[config.mk]
export PLATFORM = sky130hd
export DESIGN_NAME = bus_stall_ctrl
export DESIGN_NICKNAME = d
export VERILOG_FILES = /design/src/rtl/bus_stall_ctrl.sv
export SDC_FILE = /design/constraint.sdc
export NUM_CORES = 1
export LEC_CHECK = 0
export CORE_AREA = 5 5 132 134
export DETAILED_ROUTE_END_ITERATION = 8
export DIE_AREA = 0 0 137 139
export PLACE_DENSITY_LB_ADDON = 0.05
export SLEW_MARGIN = 20
export SYNTH_ARGS = -nofsm -noshare
export SYNTH_HDL_FRONTEND = slang
export SYNTH_SLANG_ARGS = --single-unit
[constraint.sdc]
create_clock -name clk -period 2.8 [get_ports clk]
set_input_delay 0.84 -clock clk [delete_from_list [all_inputs] [get_ports clk]]
set_output_delay 0.84 -clock clk [all_outputs]
set_load 0.005 [all_outputs]
[src/rtl/bus_stall_ctrl.sv]
// Pipeline sequencing controller for the 5-stage core.
// Arbitrates the shared memory bus between fetch (IF) and data access (MEM).
// It also merges bus-wait stalls with the ID/EX hazard stall requests and the
// exception flush into the stall[5:0] / flush controls of the pipeline registers.
//
// state    | meaning
// ---------+----------------------------------------------------------
// IDLE     | no bus transaction outstanding
// IF_BUSY  | instruction fetch outstanding on the bus
// MEM_BUSY | data load/store outstanding on the bus
// DRAIN    | flush arrived while busy; waiting out the ack, result dropped
module bus_stall_ctrl #(
    parameter int DATA_W   = 32,
    parameter int MAX_WAIT = 255
) (
    input  logic              clk,
    input  logic              rst,
    input  logic              if_req,
    input  logic [DATA_W-1:0] if_addr,
    input  logic              mem_req,
    input  logic              mem_we,
    input  logic [DATA_W-1:0] mem_addr,
    input  logic [DATA_W-1:0] mem_wdata,
    input  logic [3:0]        mem_sel,
    input  logic              stallreq_from_id,
    input  logic              stallreq_from_ex,
    input  logic              flush_req,
    output logic              bus_req,
    output logic              bus_we,
    output logic [DATA_W-1:0] bus_addr,
    output logic [DATA_W-1:0] bus_wdata,
    output logic [3:0]        bus_sel,
    input  logic              bus_ack,
    input  logic [DATA_W-1:0] bus_rdata,
    output logic              if_done,
    output logic [DATA_W-1:0] if_rdata,
    output logic              mem_done,
    output logic [DATA_W-1:0] mem_rdata,
    output logic              bus_err,
    output logic [5:0]        stall,
    output logic              flush
);

    typedef enum logic [1:0] {IDLE, IF_BUSY, MEM_BUSY, DRAIN} state_t;

    state_t     state, state_nxt;
    logic [7:0] wait_cnt;
    logic       flush_pending;
    logic       busy, timeout, finish, drain_end;
    logic       idle_flush, accept_mem, accept_if, if_wait;

    // State register.
    always_ff @(posedge clk) begin
        if (rst) state <= IDLE;
        else     state <= state_nxt;
    end

    // Next state, arbitration, and combinational stall/flush merge.
    always_comb begin
        state_nxt  = state;
        stall      = 6'b000000;
        busy       = (state != IDLE);
        // The counter is 1 in the first bus_req cycle, so MAX_WAIT counts bus_req cycles.
        timeout    = busy && (wait_cnt == 8'(MAX_WAIT));
        finish     = busy && (bus_ack || timeout);
        // A flush arriving on the very cycle of the ack still drops the result.
        drain_end  = finish && ((state == DRAIN) || flush_req);
        // flush_pending is only ever set on the way back to IDLE.
        idle_flush = (state == IDLE) && (flush_req || flush_pending);
        // The done gating stops a stage that has not advanced yet from reissuing its request.
        accept_mem = (state == IDLE) && !idle_flush && mem_req && !mem_done;
        accept_if  = (state == IDLE) && !idle_flush && !accept_mem && if_req && !if_done;
        if_wait    = (state == IDLE) && if_req && !if_done;
        flush      = idle_flush;

        case (state)
            IDLE: begin
                if (accept_mem)     state_nxt = MEM_BUSY;
                else if (accept_if) state_nxt = IF_BUSY;
            end
            IF_BUSY, MEM_BUSY: begin
                if (finish)         state_nxt = IDLE;
                else if (flush_req) state_nxt = DRAIN;
            end
            DRAIN: begin
                if (finish)         state_nxt = IDLE;
            end
            default: state_nxt = IDLE;
        endcase

        if (state == DRAIN)                        stall = stall | 6'b111111;
        if ((state == MEM_BUSY) || accept_mem)     stall = stall | 6'b011111;
        if (stallreq_from_ex)                      stall = stall | 6'b001111;
        if (stallreq_from_id)                      stall = stall | 6'b000111;
        if ((state == IF_BUSY) || if_wait)         stall = stall | 6'b000011;
        if (idle_flush)                            stall = 6'b000000;
    end

    // Bus request registers, watchdog counter, result capture and done pulses.
    always_ff @(posedge clk) begin
        if (rst) begin
            bus_req       <= 1'b0;
            bus_we        <= 1'b0;
            bus_addr      <= '0;
            bus_wdata     <= '0;
            bus_sel       <= 4'b0000;
            if_done       <= 1'b0;
            if_rdata      <= '0;
            mem_done      <= 1'b0;
            mem_rdata     <= '0;
            bus_err       <= 1'b0;
            wait_cnt      <= 8'd0;
            flush_pending <= 1'b0;
        end else begin
            if_done       <= 1'b0;
            mem_done      <= 1'b0;
            bus_err       <= 1'b0;
            flush_pending <= 1'b0;
            if (accept_mem) begin
                bus_req   <= 1'b1;
                bus_we    <= mem_we;
                bus_addr  <= mem_addr;
                bus_wdata <= mem_wdata;
                bus_sel   <= mem_sel;
                wait_cnt  <= 8'd1;
            end else if (accept_if) begin
                bus_req   <= 1'b1;
                bus_we    <= 1'b0;
                bus_addr  <= if_addr;
                bus_sel   <= 4'b1111;
                wait_cnt  <= 8'd1;
            end else if (finish) begin
                bus_req  <= 1'b0;
                wait_cnt <= 8'd0;
                // A hung slave is reported even when the result is being drained.
                bus_err  <= !bus_ack;
                if (drain_end) begin
                    flush_pending <= 1'b1;
                end else if (state == IF_BUSY) begin
                    if_done  <= 1'b1;
                    if_rdata <= bus_ack ? bus_rdata : '0;
                end else begin
                    mem_done <= 1'b1;
                    if (!bus_we) mem_rdata <= bus_ack ? bus_rdata : '0;
                end
            end else if (busy) begin
                wait_cnt <= wait_cnt + 8'd1;
            end
        end
    end

endmodule

==> impl_metrics.ini, run 1 <==
[outcome]
status = finished with violations
failed_checks = negative setup slack

[synth]
syn_avg_cell_area_sq_um = 8.78
synth_cell_types = 43
ys_top_cells_by_area = dfxtp_1 (52%), nand2_1 (8.8%), a21oi_1 (8.5%)
synth_fp_nets = 794
synth_most_common_cell = dfxtp_1
yosys-top-cells-count = dfxtp_1 (148), nand2_1 (133), a21oi_1 (96), nand3_1 (65), nor2_1 (58)
yosysSeqAreaShare = 0.522
yosysTopAreaCellShare = 0.522
synthFlopType = dfxtp_1
synthCells = 647
synth_top_area_cell = dfxtp_1
ys_ff_latch = 148
yosys_warnings = 0
synth_enable_flop_cells = 0
syn_area_sq_um = 5680
async_reset_ff_frac = 0

[critical_path]
critPathMaxFanout = 2
start_kind = flop
arrival_ns = 1.97
critPathRequiredTime_ns = 1.96
cp-end-kind = primary output
path_class = reg2out

[timing]
finalSetupViolCount = 2
drv_slew = 0
worst_pin_slew_ns = 0.747
fmax_mhz = 356
period_minus_slack_ns = 2.81
setup_tns_ns = -0.0148
fin_crit_sh = 1.00
max_slew_margin = 0.502
fin_worst_skew_ns = 0.00694
rsz0062_at_grt = yes
finalHoldViolations = 0
setup_ws_ns = -0.00943

[power_and_ir_drop]
p_sw_mw = 1.91
ir_drop_mv = 0.386
power_mw = 6.77
p_comb_frac = 0.301
switching_share = 0.282
p_per_area_nw_per_um2 = 725
p_leak_nw = 3.35
internal_power_mw = 4.86
pwr-share-clk = 0.338
seqPwrFrac = 0.362

[job]
drv_cap = 0

[worst_hold_path]
hold_class = reg2reg

[detailed_routing]
wl_um = 19000
drcViolationCount = 0
dr.pass1.iters = 7
post_drt_wl_per_cell_um = 16.5
drtAntennaViolNets = 0
dr_total_vias = 5747
via_per_inst = 4.98
drt_first_iter_violations = 400

[floorplanning]
rows = 47
dieArea_sq_um = 19000
core_area_sq_um = 16200
io_pins = 285
start_util = 0.351
die_h_um = 139
die_w_um = 137

[cts]
clock_latency_ns = 0.41
clk_path_buf_depth = 2
cts_root_buf = clkbuf_16
cts_inserted_buffers = 17
cts_tree = yes
cts_max_level = 4
cts.sinks = 148
clkTransAtPathRegs_ns = 0.06
cts_hold_buf = 0

[global_route]
grt_usage = 0.196
grt_remaining_overflow = 0
grt_pass1_wl_um = 30000
grt_max_degree = 72
antenna_found_initial = 1
first_global_vias = 5812

[placement]
dpl_cell_area_sq_um = 8670
place_inst = 1117
numPortBuffers = 284
dpl.hpwl_um = 13400
place_congestion = 0.754

[finish]
fin_nets = 1069
design_area_sq_um = 9330
synthToLayoutAreaGrowth_pct = 64.3
layout.cells.non_filler = 1155
drive_gt1_frac = 0.0964
[routing by layer]
metal | part of all wire | track usage | vias to the layer above
li1 | - | - | 2804
met1 | 0.40 | 0.232 | 2691
met2 | 0.48 | 0.317 | 225
met3 | 0.097 | 0.0795 | 27
met4 | 0.020 | 0.0730 | 0
met5 | 0 | 0 | -
[metrics by stage]
step,hold slack [ns],setup slack [ns],utilization
final,0.452,-0.00943,0.577
after detailed placement,0.447,-0.700,0.536
after floorplan,0.453,-0.0449,-
after global routing,0.467,-0.109,0.577
after CTS,0.455,-0.122,0.575
after global placement,0.441,-0.678,0.536
[critical path, cell delays in order, from the launching register on]
cell and delay [ns]:
dfxtp_2 0.33, inv_2 0.05, ha_4 0.15, and3b_1 0.17, and2_4 0.17, nor4_4 0.18, nor2b_4 0.22, buf_6 0.10
a21oi_2 0.04, buf_2 0.13
[cell type report]
cell class / count / area, sq um
Tap cell: 220 / 275
Multi-Input combinational cell: 437 / 2380
Clock inverter: 8 / 126
Sequential cell: 148 / 2970
Antenna cell: 1 / 2.50
Clock buffer: 23 / 468
Timing Repair Buffer: 313 / 3100
Fill cell: 1449 / 6840
Inverter: 5 / 18.8
[power groups by stage]
stage	clock (mW)	combinational (mW)	sequential (mW)
after CTS	2.35	2.04	2.45
after detailed placement	0	2.00	2.48
after global routing	2.47	2.22	2.47
after floorplan	0	0.987	2.49
after global placement	0	1.95	2.48
final	2.29	2.03	2.45
[cell usage in the layout (no fill, tap or decap), types with 2 or more instances in the layout]
cell and count:
nor4_1 2, a211oi_1 4, a222oi_1 32, clkinv_4 3, xor2_1 3, clkbuf_1 4, nand2_1 132, nor2_1 56
clkinv_2 2, dfxtp_2 2, buf_4 24, xnor2_1 3, bufinv_16 3, a21oi_1 95, buf_2 5, clkbuf_16 17
inv_1 3, ha_1 4, and3_1 2, nand3_1 65, nand3_2 3, clkdlybuf4s50_1 273, dfxtp_1 146, a21oi_2 4
o22ai_1 5, buf_12 5, inv_2 2, clkbuf_8 2
[sequential cells by signal (all words and copies together), names as in the netlist, 2 cells and up]
name       cells
if_rdata      32
bus_wdata     32
mem_rdata     32
wait_cnt       8
bus_sel        4
state          2
bus_addr      32
[path summary, 6_finish.rpt]
path	startpoint	end	slack (ns)	cells after the start
setup / recovery	state[1]	stall[0]	-0.009	9
hold / removal	if_rdata[18]	if_rdata[18]	0.45	2
setup reg to reg	state[1]	wait_cnt[4]	0.47	11
hold reg to reg	if_rdata[18]	if_rdata[18]	0.45	2
[cells by family (layout without fill, tap and decap cells)]
family	after synthesis	after routing	share of synthesized area
compound gates	146	146	0.167
xor+xnor	6	6	0.00925
mux	1	1	0.00176
other cells	0	1	0
fa+ha+maj	6	6	0.0132
simple gates	278	278	0.219
flops	148	148	0.522
buf+inv	62	349	0.0687
[repair_timing]
item | 4_1_cts | 5_1_grt
buffers inserted | 4 | 2
endpoints found under the setup margin | 6 | 4
pin swaps | 5 | 4
gates resized for setup | 33 | 6
hold endpoints to repair | 0 | 0
cloned | 0 | 0
No activity file was read; power rests on OpenSTA's default activity.
==> inputs of run 2 (changes only) <==
CAP_MARGIN = 10   (was not set)
==> results of run 2 <==
Final layout, timing and power as in run 1 (identical DEF).
==> inputs of run 3 (changes only) <==
RECOVER_POWER = 50   (was not set)
==> run 3 against run 2 <==
  * The flow still finishes with violations (negative setup slack)
  * Critical path depth did not move
  * Register-to-register slack barely moved
  * Total power fell by 0.20%
  * Final area fell by 0.15%
  * Worst hold slack barely moved
  * Routed wire length barely moved
  * Combinational power barely moved
  * Clock skew barely moved
  * Final cell count did not move
  * Sequential power barely moved
  * Die area did not move
  * Core utilization fell by 0.085 points
==> impl_metrics.ini, run 3 (synthesized netlist as in run 1, its figures left out) <==
[outcome]
status = finished with violations
failed_checks = negative setup slack

[critical_path]
path_class = reg2out
cp-end-kind = primary output
arrival_ns = 1.97
start_kind = flop
critPathRequiredTime_ns = 1.96
critPathMaxFanout = 2

[global_route]
grt_max_degree = 72
grt_pass1_wl_um = 30000
grt_remaining_overflow = 0
antenna_found_initial = 1
first_global_vias = 5812
grt_usage = 0.196

[floorplanning]
rows = 47
dieArea_sq_um = 19000
core_area_sq_um = 16200
start_util = 0.351
die_h_um = 139
die_w_um = 137
io_pins = 285

[timing]
setup_ws_ns = -0.00799
setup_tns_ns = -0.0119
rsz0062_at_grt = yes
fin_crit_sh = 1.00
worst_pin_slew_ns = 0.748
max_slew_margin = 0.502
drv_slew = 0
fin_worst_skew_ns = 0.00714
fmax_mhz = 356
fin_hold_ws_ns = 0.452
finalHoldViolations = 0
period_minus_slack_ns = 2.81
finalSetupViolCount = 2

[detailed_routing]
dr.pass1.iters = 8
post_drt_wl_per_cell_um = 16.5
drcViolationCount = 0
drt_first_iter_violations = 403
via_per_inst = 4.98
dr_total_vias = 5748
drtAntennaViolNets = 0
wl_um = 19000

[job]
drv_cap = 0

[worst_hold_path]
hold_class = reg2reg

[cts]
clk_path_buf_depth = 2
cts.sinks = 148
cts_root_buf = clkbuf_16
clkTransAtPathRegs_ns = 0.06
cts_hold_buf = 0
clock_latency_ns = 0.41
cts_tree = yes
cts_inserted_buffers = 17
cts_max_level = 4

[finish]
final_cell_mix = clkdlybuf4s50_1 (273), dfxtp_1 (146), nand2_1 (132)
final_core_util = 0.576
layout_commonest_cell = clkdlybuf4s50_1
design_area_sq_um = 9320
drive_gt1_frac = 0.0953
synthToLayoutAreaGrowth_pct = 64.1
fin_nets = 1069

[power_and_ir_drop]
ir_drop_mv = 0.385
p_leak_nw = 3.35
p_per_area_nw_per_um2 = 725

[placement]
dpl.hpwl_um = 13400
place_ws_ns = -0.700
place_congestion = 0.754
numPortBuffers = 284
dpl_cell_area_sq_um = 8670
==> run 3: cell counts in the layout (fill, tap and decap cells not counted) <==
Identical to the previous run, type by type.
==> run 3: area by class of cell <==
cell class              count  area, sq um
diodes                      1         2.50
clock buffers              23          468
clock inverters             8          126
fillers                  1452         6850
inverters                   5         18.8
multi-input cells         437         2370
flip-flops and latches    148         2970
well taps                 220          275
repair buffers            313         3100
==> run 3: worst paths after layout <==
check               startpoint           end  slack (ns)  depth (start not counted)
setup / recovery      state[1]      stall[0]      -0.008                          9
hold / removal    if_rdata[18]  if_rdata[18]        0.45                          2
setup reg to reg      state[1]  if_rdata[12]        0.46                          9
hold reg to reg   if_rdata[18]  if_rdata[18]        0.45                          2
==> run 3: metal layers <==
metal	GRT usage	wire length [um]	up-vias
met1	0.232	7600	2684
li1	-	-	2804
met4	0.0730	380	0
met3	0.0795	1900	27
met5	0	0	-
met2	0.317	9140	233
==> run 3: critical path: stages, from the launching register on <==
cell and delay, ns:
dfxtp_2 0.33, inv_2 0.05, ha_4 0.15, and3b_1 0.17
and2_4 0.17, nor4_4 0.18, nor2b_4 0.22, buf_6 0.10
a21oi_2 0.04, buf_2 0.13
==> run 3: metrics by stage <==
step                      power, mW  std cells
after detailed placement       4.48       1117
final                          6.76       1155
after floorplan                3.48        647
after global placement         4.43       1117
after CTS                      6.84       1152
after global routing           7.15       1154
==> run 3: where the power goes <==
| group | internal [mW] | switching, mW | total [mW] |
|---|---|---|---|
| Sequential | 2.33 | 0.122 | 2.45 |
| Clock | 1.45 | 0.840 | 2.29 |
| Combinational | 1.08 | 0.942 | 2.02 |
| Total | 4.85 | 1.90 | 6.76 |
==> run 3: what timing repair did <==
item,in CTS,in global routing
setup endpoints to repair,6,4
gates resized for setup,33,6
pin swaps,5,4
setup buffers,4,2
